<file path="config.mk">
export PLATFORM = sky130hd
export DESIGN_NAME = pwm_timebase
export DESIGN_NICKNAME = d
export VERILOG_FILES = /design/src/rtl/pwm_pkg.sv /design/src/rtl/pwm_prescaler.sv /design/src/rtl/pwm_timebase.sv
export SDC_FILE = /design/constraint.sdc
export NUM_CORES = 1
export LEC_CHECK = 0
export CELL_PAD_IN_SITES_DETAIL_PLACEMENT = 0
export CELL_PAD_IN_SITES_GLOBAL_PLACEMENT = 2
export CORE_MARGIN = 2
export CORE_UTILIZATION = 40
export CTS_BUF_LIST = sky130_fd_sc_hd__clkbuf_16
export DETAILED_ROUTE_END_ITERATION = 10
export PLACE_DENSITY_LB_ADDON = 0.3
export RECOVER_POWER = 25
export SLEW_MARGIN = 20
export SYNTH_ARGS = -nofsm -noshare
export SYNTH_HDL_FRONTEND = slang
export SYNTH_HIERARCHICAL = 1
export SYNTH_SLANG_ARGS = --single-unit
</file>
<file path="constraint.sdc">
create_clock -name clk -period 5.65 [get_ports clk]
set_clock_uncertainty 0.15 [all_clocks]
set_input_delay 1.13 -clock clk [delete_from_list [all_inputs] [get_ports clk]]
set_output_delay 1.13 -clock clk [all_outputs]
set_load 0.01 [all_outputs]
</file>
<file path="src/rtl/pwm_pkg.sv">
`default_nettype none
//==============================================================================
// Module      : pwm_pkg
// Description : Counting-mode encoding and helpers shared by the PWM timebase,
//               compare channels and register file.
// Revision    : 1.0
//==============================================================================
package pwm_pkg;

    typedef logic [1:0] pwm_mode_t;

    localparam pwm_mode_t MODE_UP      = 2'd0;
    localparam pwm_mode_t MODE_DOWN    = 2'd1;
    localparam pwm_mode_t MODE_UPDN    = 2'd2;
    localparam pwm_mode_t MODE_ONESHOT = 2'd3;

    // Direction a counter starts with after a synchronous clear into mode m.
    function automatic logic start_dir(input pwm_mode_t m);
        return (m != MODE_DOWN);
    endfunction

endpackage
`default_nettype wire

</file>
<file path="src/rtl/pwm_prescaler.sv">
`default_nettype none
//==============================================================================
// Module      : pwm_prescaler
// Description : Prescaler with shadowed reload value; ticks once every
//               psc_act+1 advancing cycles.
// Revision    : 1.0
//==============================================================================
module pwm_prescaler #(
    parameter int PSC_W = 8
) (
    input  logic             clk,
    input  logic             rst_n,
    input  logic             i_advance,
    input  logic             i_clear,
    input  logic             i_load,
    input  logic [PSC_W-1:0] i_load_val,
    output logic             o_tick
);

    logic [PSC_W-1:0] r_psc_cnt;
    logic [PSC_W-1:0] r_psc_act;

    assign o_tick = i_advance && (r_psc_cnt == r_psc_act);

    // A new reload value only arrives together with a clear or a tick, so the
    // counter always restarts from zero against the freshly loaded value.
    always_ff @(posedge clk or negedge rst_n) begin
        if (!rst_n) begin
            r_psc_cnt <= '0;
            r_psc_act <= '0;
        end else begin
            if (i_clear || o_tick) begin
                r_psc_cnt <= '0;
            end else if (i_advance) begin
                r_psc_cnt <= r_psc_cnt + PSC_W'(1);
            end
            if (i_load) begin
                r_psc_act <= i_load_val;
            end
        end
    end

endmodule
`default_nettype wire

</file>
<file path="src/rtl/pwm_timebase.sv">
`default_nettype none
//==============================================================================
// Module      : pwm_timebase
// Description : Prescaled PWM counter with up, down, centre-aligned and
//               one-shot modes, shadowed period/prescale and event pulses.
// Revision    : 1.0
//==============================================================================
module pwm_timebase
    import pwm_pkg::*;
#(
    parameter int CNT_W = 16,
    parameter int PSC_W = 8
) (
    input  logic             clk,
    input  logic             rst_n,
    input  logic             en,
    input  logic             count_reset,
    input  logic [1:0]       mode,
    input  logic             arm,
    input  logic [CNT_W-1:0] period,
    input  logic [PSC_W-1:0] prescale,
    input  logic             cfg_wr,
    output logic [CNT_W-1:0] count_val,
    output logic             dir,
    output logic             ovf,
    output logic             unf,
    output logic             running
);

    pwm_mode_t        r_mode;
    pwm_mode_t        w_mode_nxt;
    logic [CNT_W-1:0] r_per_pend;
    logic [CNT_W-1:0] w_per_pend_nxt;
    logic [CNT_W-1:0] r_per_act;
    logic [PSC_W-1:0] r_psc_pend;
    logic [PSC_W-1:0] w_psc_pend_nxt;
    logic [CNT_W-1:0] r_cnt;
    logic [CNT_W-1:0] w_cnt_nxt;
    logic             r_dir;
    logic             w_dir_nxt;
    logic             r_ovf;
    logic             w_ovf_nxt;
    logic             r_unf;
    logic             w_unf_nxt;
    logic             r_running;
    logic             w_running_nxt;
    logic             w_oneshot;
    logic             w_arm_go;
    logic             w_advance;
    logic             w_tick;
    logic             w_commit;
    logic             w_psc_clear;

    // A write in the same cycle as a commit is captured first, so the new
    // value is the one that becomes active.
    assign w_per_pend_nxt = cfg_wr ? period   : r_per_pend;
    assign w_psc_pend_nxt = cfg_wr ? prescale : r_psc_pend;

    assign w_oneshot = (r_mode == MODE_ONESHOT);
    assign w_arm_go  = w_oneshot && arm;
    assign w_advance = w_oneshot ? r_running : en;

    pwm_prescaler #(
        .PSC_W(PSC_W)
    ) u_prescaler (
        .clk       (clk),
        .rst_n     (rst_n),
        .i_advance (w_advance),
        .i_clear   (w_psc_clear),
        .i_load    (w_commit),
        .i_load_val(w_psc_pend_nxt),
        .o_tick    (w_tick)
    );

    always_comb begin
        w_cnt_nxt     = r_cnt;
        w_dir_nxt     = r_dir;
        w_ovf_nxt     = 1'b0;
        w_unf_nxt     = 1'b0;
        w_running_nxt = r_running;
        w_mode_nxt    = r_mode;
        w_commit      = 1'b0;
        w_psc_clear   = 1'b0;

        if (count_reset) begin
            w_cnt_nxt     = '0;
            w_dir_nxt     = start_dir(pwm_mode_t'(mode));
            w_running_nxt = 1'b0;
            w_mode_nxt    = pwm_mode_t'(mode);
            w_commit      = 1'b1;
            w_psc_clear   = 1'b1;
        end else if (w_arm_go) begin
            w_cnt_nxt     = '0;
            w_dir_nxt     = 1'b1;
            w_running_nxt = 1'b1;
            w_commit      = 1'b1;
            w_psc_clear   = 1'b1;
        end else begin
            if (!w_oneshot) begin
                w_running_nxt = en;
            end
            if (w_tick) begin
                case (r_mode)
                    MODE_UP: begin
                        if (r_cnt >= r_per_act) begin
                            w_cnt_nxt = '0;
                            w_ovf_nxt = 1'b1;
                            w_commit  = 1'b1;
                        end else begin
                            w_cnt_nxt = r_cnt + CNT_W'(1);
                        end
                    end
                    MODE_DOWN: begin
                        w_dir_nxt = 1'b0;
                        if (r_cnt == '0) begin
                            w_cnt_nxt = w_per_pend_nxt;
                            w_unf_nxt = 1'b1;
                            w_commit  = 1'b1;
                        end else begin
                            w_cnt_nxt = r_cnt - CNT_W'(1);
                        end
                    end
                    MODE_UPDN: begin
                        if (r_dir && (r_cnt >= r_per_act)) begin
                            // A zero period collapses the triangle into a
                            // single point that is both top and bottom.
                            if (r_per_act == '0) begin
                                w_cnt_nxt = '0;
                                w_ovf_nxt = 1'b1;
                                w_unf_nxt = 1'b1;
                                w_commit  = 1'b1;
                            end else begin
                                w_dir_nxt = 1'b0;
                                w_cnt_nxt = r_per_act - CNT_W'(1);
                                w_ovf_nxt = 1'b1;
                            end
                        end else if (!r_dir && (r_cnt == '0)) begin
                            w_dir_nxt = 1'b1;
                            w_cnt_nxt = CNT_W'(1);
                            w_unf_nxt = 1'b1;
                            w_commit  = 1'b1;
                        end else if (r_dir) begin
                            w_cnt_nxt = r_cnt + CNT_W'(1);
                        end else begin
                            w_cnt_nxt = r_cnt - CNT_W'(1);
                        end
                    end
                    default: begin
                        if (r_cnt >= r_per_act) begin
                            w_cnt_nxt     = '0;
                            w_ovf_nxt     = 1'b1;
                            w_running_nxt = 1'b0;
                        end else begin
                            w_cnt_nxt = r_cnt + CNT_W'(1);
                        end
                    end
                endcase
            end
        end
    end

    always_ff @(posedge clk or negedge rst_n) begin
        if (!rst_n) begin
            r_mode     <= MODE_UP;
            r_per_pend <= '0;
            r_psc_pend <= '0;
            r_per_act  <= '0;
            r_cnt      <= '0;
            r_dir      <= 1'b1;
            r_ovf      <= 1'b0;
            r_unf      <= 1'b0;
            r_running  <= 1'b0;
        end else begin
            r_mode     <= w_mode_nxt;
            r_per_pend <= w_per_pend_nxt;
            r_psc_pend <= w_psc_pend_nxt;
            if (w_commit) begin
                r_per_act <= w_per_pend_nxt;
            end
            r_cnt     <= w_cnt_nxt;
            r_dir     <= w_dir_nxt;
            r_ovf     <= w_ovf_nxt;
            r_unf     <= w_unf_nxt;
            r_running <= w_running_nxt;
        end
    end

    assign count_val = r_cnt;
    assign dir       = r_dir;
    assign ovf       = r_ovf;
    assign unf       = r_unf;
    assign running   = r_running;

endmodule
`default_nettype wire

</file>
==> flow_metrics.env, run 1 <==
export IMPL_run_status="finished clean"
export IMPL_wl_per_cell_um=21.74
export IMPL_synthFlopType="dfrtp_1"
export IMPL_yosysWarnings=6
export IMPL_critPathMaxStageDelay_ns=0.86
export IMPL_cts_buffer_depth=2
export IMPL_syn_instance_count=659
export IMPL_critical_path_peak_fanout=16
export IMPL_p_int_mw=1.101
export IMPL_synth_top_area_share_pct=32.51
export IMPL_clock_sinks=78
export IMPL_post_cts_buffers=0
export IMPL_ys_seq_area_share_pct=32.95
export IMPL_p_leak_nw=2.838
export IMPL_num_rows=44
export IMPL_timing_rr_start="count_val[0]"
export IMPL_cp_slowest_cell="a211oi_1"
export IMPL_powerDensity_mw_per_mm2=246.8
export IMPL_maxClockFrequency_mhz=244.3
export IMPL_pwr_share_seq_pct=39.7
export IMPL_cts_root_buffer="clkbuf_16"
export IMPL_numCtsBuffers=9
export IMPL_cp_data_arrival_time_ns=4.18
export IMPL_ff2ff_path_depth=10
export IMPL_io_buffers=51
export IMPL_grt_max_degree=79
export IMPL_p_sw_mw=0.5884
export IMPL_cp_buffers_inverters=1
export IMPL_relSlewSlack_pct=20.76
export IMPL_drt_wl_total_mm=19.13
export IMPL_vdd_ir_drop_max_uv=143.5
export IMPL_die_h_um=125.7
export IMPL_htree_num_levels=3
export IMPL_ys_types=86
export IMPL_clkTransAtPathRegs_ns=0.07
export IMPL_critical_path_top_delay_family="compound AO/OA/AOI/OAI gates"
export IMPL_post_place_ws_ns=1.269
export IMPL_fillers=1396
export IMPL_hold_violations=0
export IMPL_grt_pass1_wl_mm=30.28
export IMPL_setup_viol=0
export IMPL_nets=749
export IMPL_synth_edf_count=0
export IMPL_drc_errors=0
export IMPL_syn_area_mm2=0.005927
export IMPL_core_mm2=0.01448
export IMPL_whs_endpoint="r_psc_pend[3]"
export IMPL_end_kind="register"
export IMPL_finalCritPeriodShare_pct=72.45
export IMPL_dp_cells=864
export IMPL_hold_slack_ns=0.3462
export IMPL_power_total_mw=1.689
export IMPL_hold_path_class="register to register"
export IMPL_diodes=0
export IMPL_ys_ff_latch=78
export IMPL_instances_no_fill=880
export IMPL_crit_path_cell_trace="clkdlybuf4s50_1 > mux2_2 > nand2_1 > nor3_4 > nand3_1 > a211oi_1 > a22oi_1 > o311ai_0"
export IMPL_min_path_cells=1
export IMPL_initial_utilization_pct=40.94
export IMPL_post_dp_hpwl_mm=13.60
export IMPL_rsz0062_at_grt="no"
export IMPL_cts_hold_buf=0
export IMPL_drt_iter0_drc=593
export IMPL_hold_start="r_psc_pend[3]"
export IMPL_cts_resized=0
export IMPL_tightest_slew_ns=1.178
export IMPL_gp_congestion=0.8925
export IMPL_insertion_delay_ns=0.35
export IMPL_fin_crit_ns=4.094
export IMPL_synth_area_top_cells="dfrtp_1 33%, ha_1 5.5%, mux2_2 4.4%"
export IMPL_syn_num_nets=717
export IMPL_r2r_slack_ns=1.69
export IMPL_final_common_cell="dfrtp_1"
export IMPL_layout_drive_gt1_share_pct=13.65
export IMPL_yosys_area_top_type="dfrtp_1"
export IMPL_drv_slew=0
export IMPL_placed_cell_area_mm2=0.006554
export IMPL_grt_antenna_before_repair=0
export IMPL_cts_tree="done"
export IMPL_track_usage_pct=24.12
export IMPL_drv_cap=0
export IMPL_worst_slack_ns=1.556
export IMPL_ant_nets=0
export IMPL_swShare_pct=34.82
export IMPL_fin_area_mm2=0.006847
export IMPL_dieWidth_um=125.7
export IMPL_async_flop_share_pct=100.0
export IMPL_final_cell_mix="77 x dfrtp_1, 56 x nand2_1, 50 x clkdlybuf4s50_1, 42 x inv_1, 42 x nor2_1"
export IMPL_grt_pass1_vias=5249
export IMPL_worstSetupStartpointType="primary input"
export IMPL_power_share_clock_pct=34.6
export IMPL_power_share_combinational_pct=25.8
export IMPL_die_area_mm2=0.01581
export IMPL_fin_setup_tns_ns=0
export IMPL_grt_ovfl_total=0
export IMPL_r2r_end="r_per_act[1]"
export IMPL_vias_per_cell=6.180
export IMPL_syn_area_per_cell_um2=8.994
export IMPL_worst_setup_path_type="primary input to register"
export IMPL_ioPinCount=52
export IMPL_num_vias=5438
export IMPL_firstDrtPassIters=7
export IMPL_required_ns=5.74
export IMPL_area_growth_pct=15.52
export IMPL_fin_util_pct=47.29
==> power by group through the flow <==
stage	Clock [mW]	Combinational [mW]	Sequential, mW
detailed placement	0	0.429	0.679
finish	0.584	0.435	0.670
global placement	0	0.423	0.677
global route	0.616	0.476	0.678
floorplan	0	0.310	0.657
CTS	0.587	0.432	0.669
==> registers in the layout, indices dropped and copies added, names as in the netlist <==
name and cells:
running 1, dir 1, count_val 16, r_per_act 16
ovf 1, r_per_pend 16, r_mode 2, r_psc_pend 8
u_prescaler/r_psc_act 8, u_prescaler/r_psc_cnt 8, unf 1
==> per-layer routing <==
layer	global-route usage, %	vias up	routed length (um)
met5	0	-	0
met3	3.526	25	1270
li1	-	2533	-
met4	6.928	0	325
met1	35.77	2654	9094
met2	36.57	226	8443
==> cells in the mapped netlist, drive strengths merged (3+ instances only) <==
master / number
o211ai: 4
a211o: 4
o221ai: 3
nand4: 15
o221a: 5
nor2: 42
o21ai: 23
mux2i: 14
or2: 3
a211oi: 20
a31oi: 5
mux2: 23
inv: 42
o22ai: 10
or3: 5
a22oi: 6
o21a: 3
nand2: 56
a21oi: 29
nor4: 24
a21o: 4
xnor2: 29
nor2b: 4
a221o: 12
and4: 3
ha: 26
nor3b: 5
nand3: 20
buf: 11
dfrtp: 77
nor3: 36
or4: 7
clkbuf: 32
xor2: 11
a31o: 4
a221oi: 3
==> worst max path at each step <==
stage / start / depth (start not counted) / end
after floorplan: count_val[0] / 12 / u_prescaler/r_psc_act[0]
after global placement: en / 8 / count_val[3]
after detailed placement: en / 8 / count_val[3]
after CTS: en / 8 / count_val[3]
after global routing: en / 8 / count_val[3]
final: en / 8 / count_val[3]
==> area by class of cell <==
cell class,instances,area [um^2],share of cell area (%)
Multi-Input combinational cell,495,3603,52.63
Clock inverter,7,63.81,0.9320
Tap cell,184,230.2,3.363
Timing Repair Buffer,64,609.3,8.900
Inverter,43,161.4,2.357
Sequential cell,78,1953,28.53
Clock buffer,9,225.2,3.289
==> logic make-up after synthesis <==
family	Yosys count	synth area share, %
AO/OA/AOI/OAI	163	21.64
XOR/XNOR	40	5.911
adder cells (fa/ha/maj)	26	5.489
buffers and inverters	86	6.312
flip-flops	78	32.95
multiplexers	37	6.734
AND/OR/NAND/NOR	229	20.96
==> worst register-to-register path, stage by stage, from the launching register on <==
cell and delay (ns):
dfrtp_1 0.64, inv_1 0.27, ha_1 0.34, nand2b_1 0.15, a2111o_1 0.47, a311oi_4 0.26, buf_4 0.29, a211oi_4 0.08
buf_4 0.21, or2_1 0.60, a311oi_1 0.40
Power figures use the tool's default switching activity.
==> inputs of run 2 (changes only) <==
--- a/config.mk
+++ b/config.mk
@@ -8,7 +8,7 @@
 export CELL_PAD_IN_SITES_DETAIL_PLACEMENT = 0
 export CELL_PAD_IN_SITES_GLOBAL_PLACEMENT = 2
 export CORE_MARGIN = 2
-export CORE_UTILIZATION = 40
+export CORE_UTILIZATION = 37
 export CTS_BUF_LIST = sky130_fd_sc_hd__clkbuf_16
 export DETAILED_ROUTE_END_ITERATION = 10
 export PLACE_DENSITY_LB_ADDON = 0.3
==> constraint.sdc (replaced) <==
create_clock -name clk -period 4.25 [get_ports clk]
set_clock_uncertainty 0.15 [all_clocks]
set_input_delay 0.85 -clock clk [delete_from_list [all_inputs] [get_ports clk]]
set_output_delay 0.85 -clock clk [all_outputs]
set_load 0.01 [all_outputs]
==> flow_metrics.env, run 2 (synthesis gave the netlist of run 1 again) <==
export IMPL_grt_max_degree=79
export IMPL_post_cts_buffers=0
export IMPL_drv_slew=79
export IMPL_fin_crit_ns=3.382
export IMPL_clock_sinks=78
export IMPL_cp_data_arrival_time_ns=3.48
export IMPL_cts_tree="done"
export IMPL_gp_congestion=0.8905
export IMPL_tightest_slew_ns=1.954
export IMPL_cts_buffer_depth=2
export IMPL_firstDrtPassIters=5
export IMPL_initial_utilization_pct=37.58
export IMPL_ant_nets=0
export IMPL_grt_pass1_vias=5364
export IMPL_final_cell_mix="77 x dfrtp_1, 56 x nand2_1, 50 x clkdlybuf4s50_1, 42 x inv_1, 42 x nor2_1"
export IMPL_die_h_um=130.6
export IMPL_ioPinCount=52
export IMPL_worst_setup_path_type="register to register"
export IMPL_core_mm2=0.01577
export IMPL_hold_path_class="register to register"
export IMPL_drc_errors=0
export IMPL_hold_violations=0
export IMPL_layout_drive_gt1_share_pct=15.83
export IMPL_dieWidth_um=130.6
export IMPL_worstSetupStartpointType="register"
export IMPL_grt_antenna_before_repair=0
export IMPL_vdd_ir_drop_max_uv=168.4
export IMPL_clkTransAtPathRegs_ns=0.07
export IMPL_relSlewSlack_pct=-30.27
export IMPL_post_place_ws_ns=0.5292
export IMPL_placed_cell_area_mm2=0.006729
export IMPL_drt_wl_total_mm=19.53
export IMPL_p_leak_nw=2.946
export IMPL_nets=767
export IMPL_cts_root_buffer="clkbuf_16"
export IMPL_critical_path_peak_fanout=14
export IMPL_io_buffers=51
export IMPL_die_area_mm2=0.01705
export IMPL_drt_iter0_drc=526
export IMPL_diodes=0
export IMPL_drv_cap=1
export IMPL_cts_resized=0
export IMPL_end_kind="register"
export IMPL_track_usage_pct=23.63
export IMPL_required_ns=4.34
export IMPL_fin_setup_tns_ns=0
export IMPL_grt_pass1_wl_mm=30.99
export IMPL_rsz0062_at_grt="no"
export IMPL_post_dp_hpwl_mm=14.44
export IMPL_maxClockFrequency_mhz=295.7
export IMPL_area_growth_pct=18.68
export IMPL_final_common_cell="dfrtp_1"
export IMPL_fin_area_mm2=0.007034
export IMPL_powerDensity_mw_per_mm2=321.7
export IMPL_num_vias=5503
export IMPL_grt_ovfl_total=0
export IMPL_cts_hold_buf=0
export IMPL_insertion_delay_ns=0.35
export IMPL_violations="max-capacitance violations, max-slew violations"
export IMPL_numCtsBuffers=9
export IMPL_num_rows=46
export IMPL_worst_slack_ns=0.8680
export IMPL_run_status="finished with violations"
export IMPL_htree_num_levels=3
export IMPL_vias_per_cell=5.917
export IMPL_finalCritPeriodShare_pct=79.58
export IMPL_wl_per_cell_um=21.00
export IMPL_fin_util_pct=44.60
export IMPL_setup_viol=0
## run 2: report_power, final
part | leakage (nW) | internal [mW] | switching (mW)
combinational | 1.83 | 0.242 | 0.349
clock | 0.145 | 0.416 | 0.366
sequential | 0.976 | 0.817 | 0.0727
total | 2.95 | 1.47 | 0.788
## run 2: per-stage QoR
step / hold WS [ns] / instances / total power, mW
3_5_place_dp: 0.3358 / 914 / 1.483
4_1_cts: 0.3503 / 930 / 2.265
3_3_place_gp: 0.3305 / 914 / 1.476
5_1_grt: 0.3596 / 930 / 2.367
6_report: 0.3474 / 930 / 2.263
2_1_floorplan: 0.3181 / 659 / 1.285
## run 2: final cells by class
class | instances | area (um^2)
fillers | 1594 | 8736
multi-input cells | 495 | 3611
flip-flops and latches | 78 | 1953
clock buffers | 9 | 225.2
well taps | 216 | 270.3
repair buffers | 82 | 738.2
inverters | 43 | 161.4
clock inverters | 7 | 75.07
## run 2: worst max-delay path: stages, from the launching register on
cell and delay, ns:
dfrtp_1 0.38, inv_1 0.21, ha_1 0.27, nand2b_1 0.16, a2111o_1 0.47, a311oi_4 0.33
buf_4 0.29, a211oi_4 0.10, or2_1 0.36, buf_4 0.26, a311oi_1 0.29
## run 2: final timing paths
check	slack, ns	to	depth (start not counted)	from
min in group asynchronous	0.90	r_psc_pend[6]	1	rst_n
worst max register to register	0.87	r_per_act[1]	10	count_val[0]
worst max-delay path	0.87	r_per_act[1]	10	count_val[0]
worst min-delay path	0.35	r_psc_pend[0]	1	r_psc_pend[0]
worst min register to register	0.35	r_psc_pend[0]	1	r_psc_pend[0]
max in group asynchronous	1.90	count_val[4]	1	rst_n
## run 2: per-layer routing
layer,vias to the layer above,part of all wire (%),track usage [%]
met5,-,0,0
li1,2559,-,-
met3,24,4.7,2.524
met2,197,45,36.83
met1,2723,49,34.93
met4,0,1.6,6.383
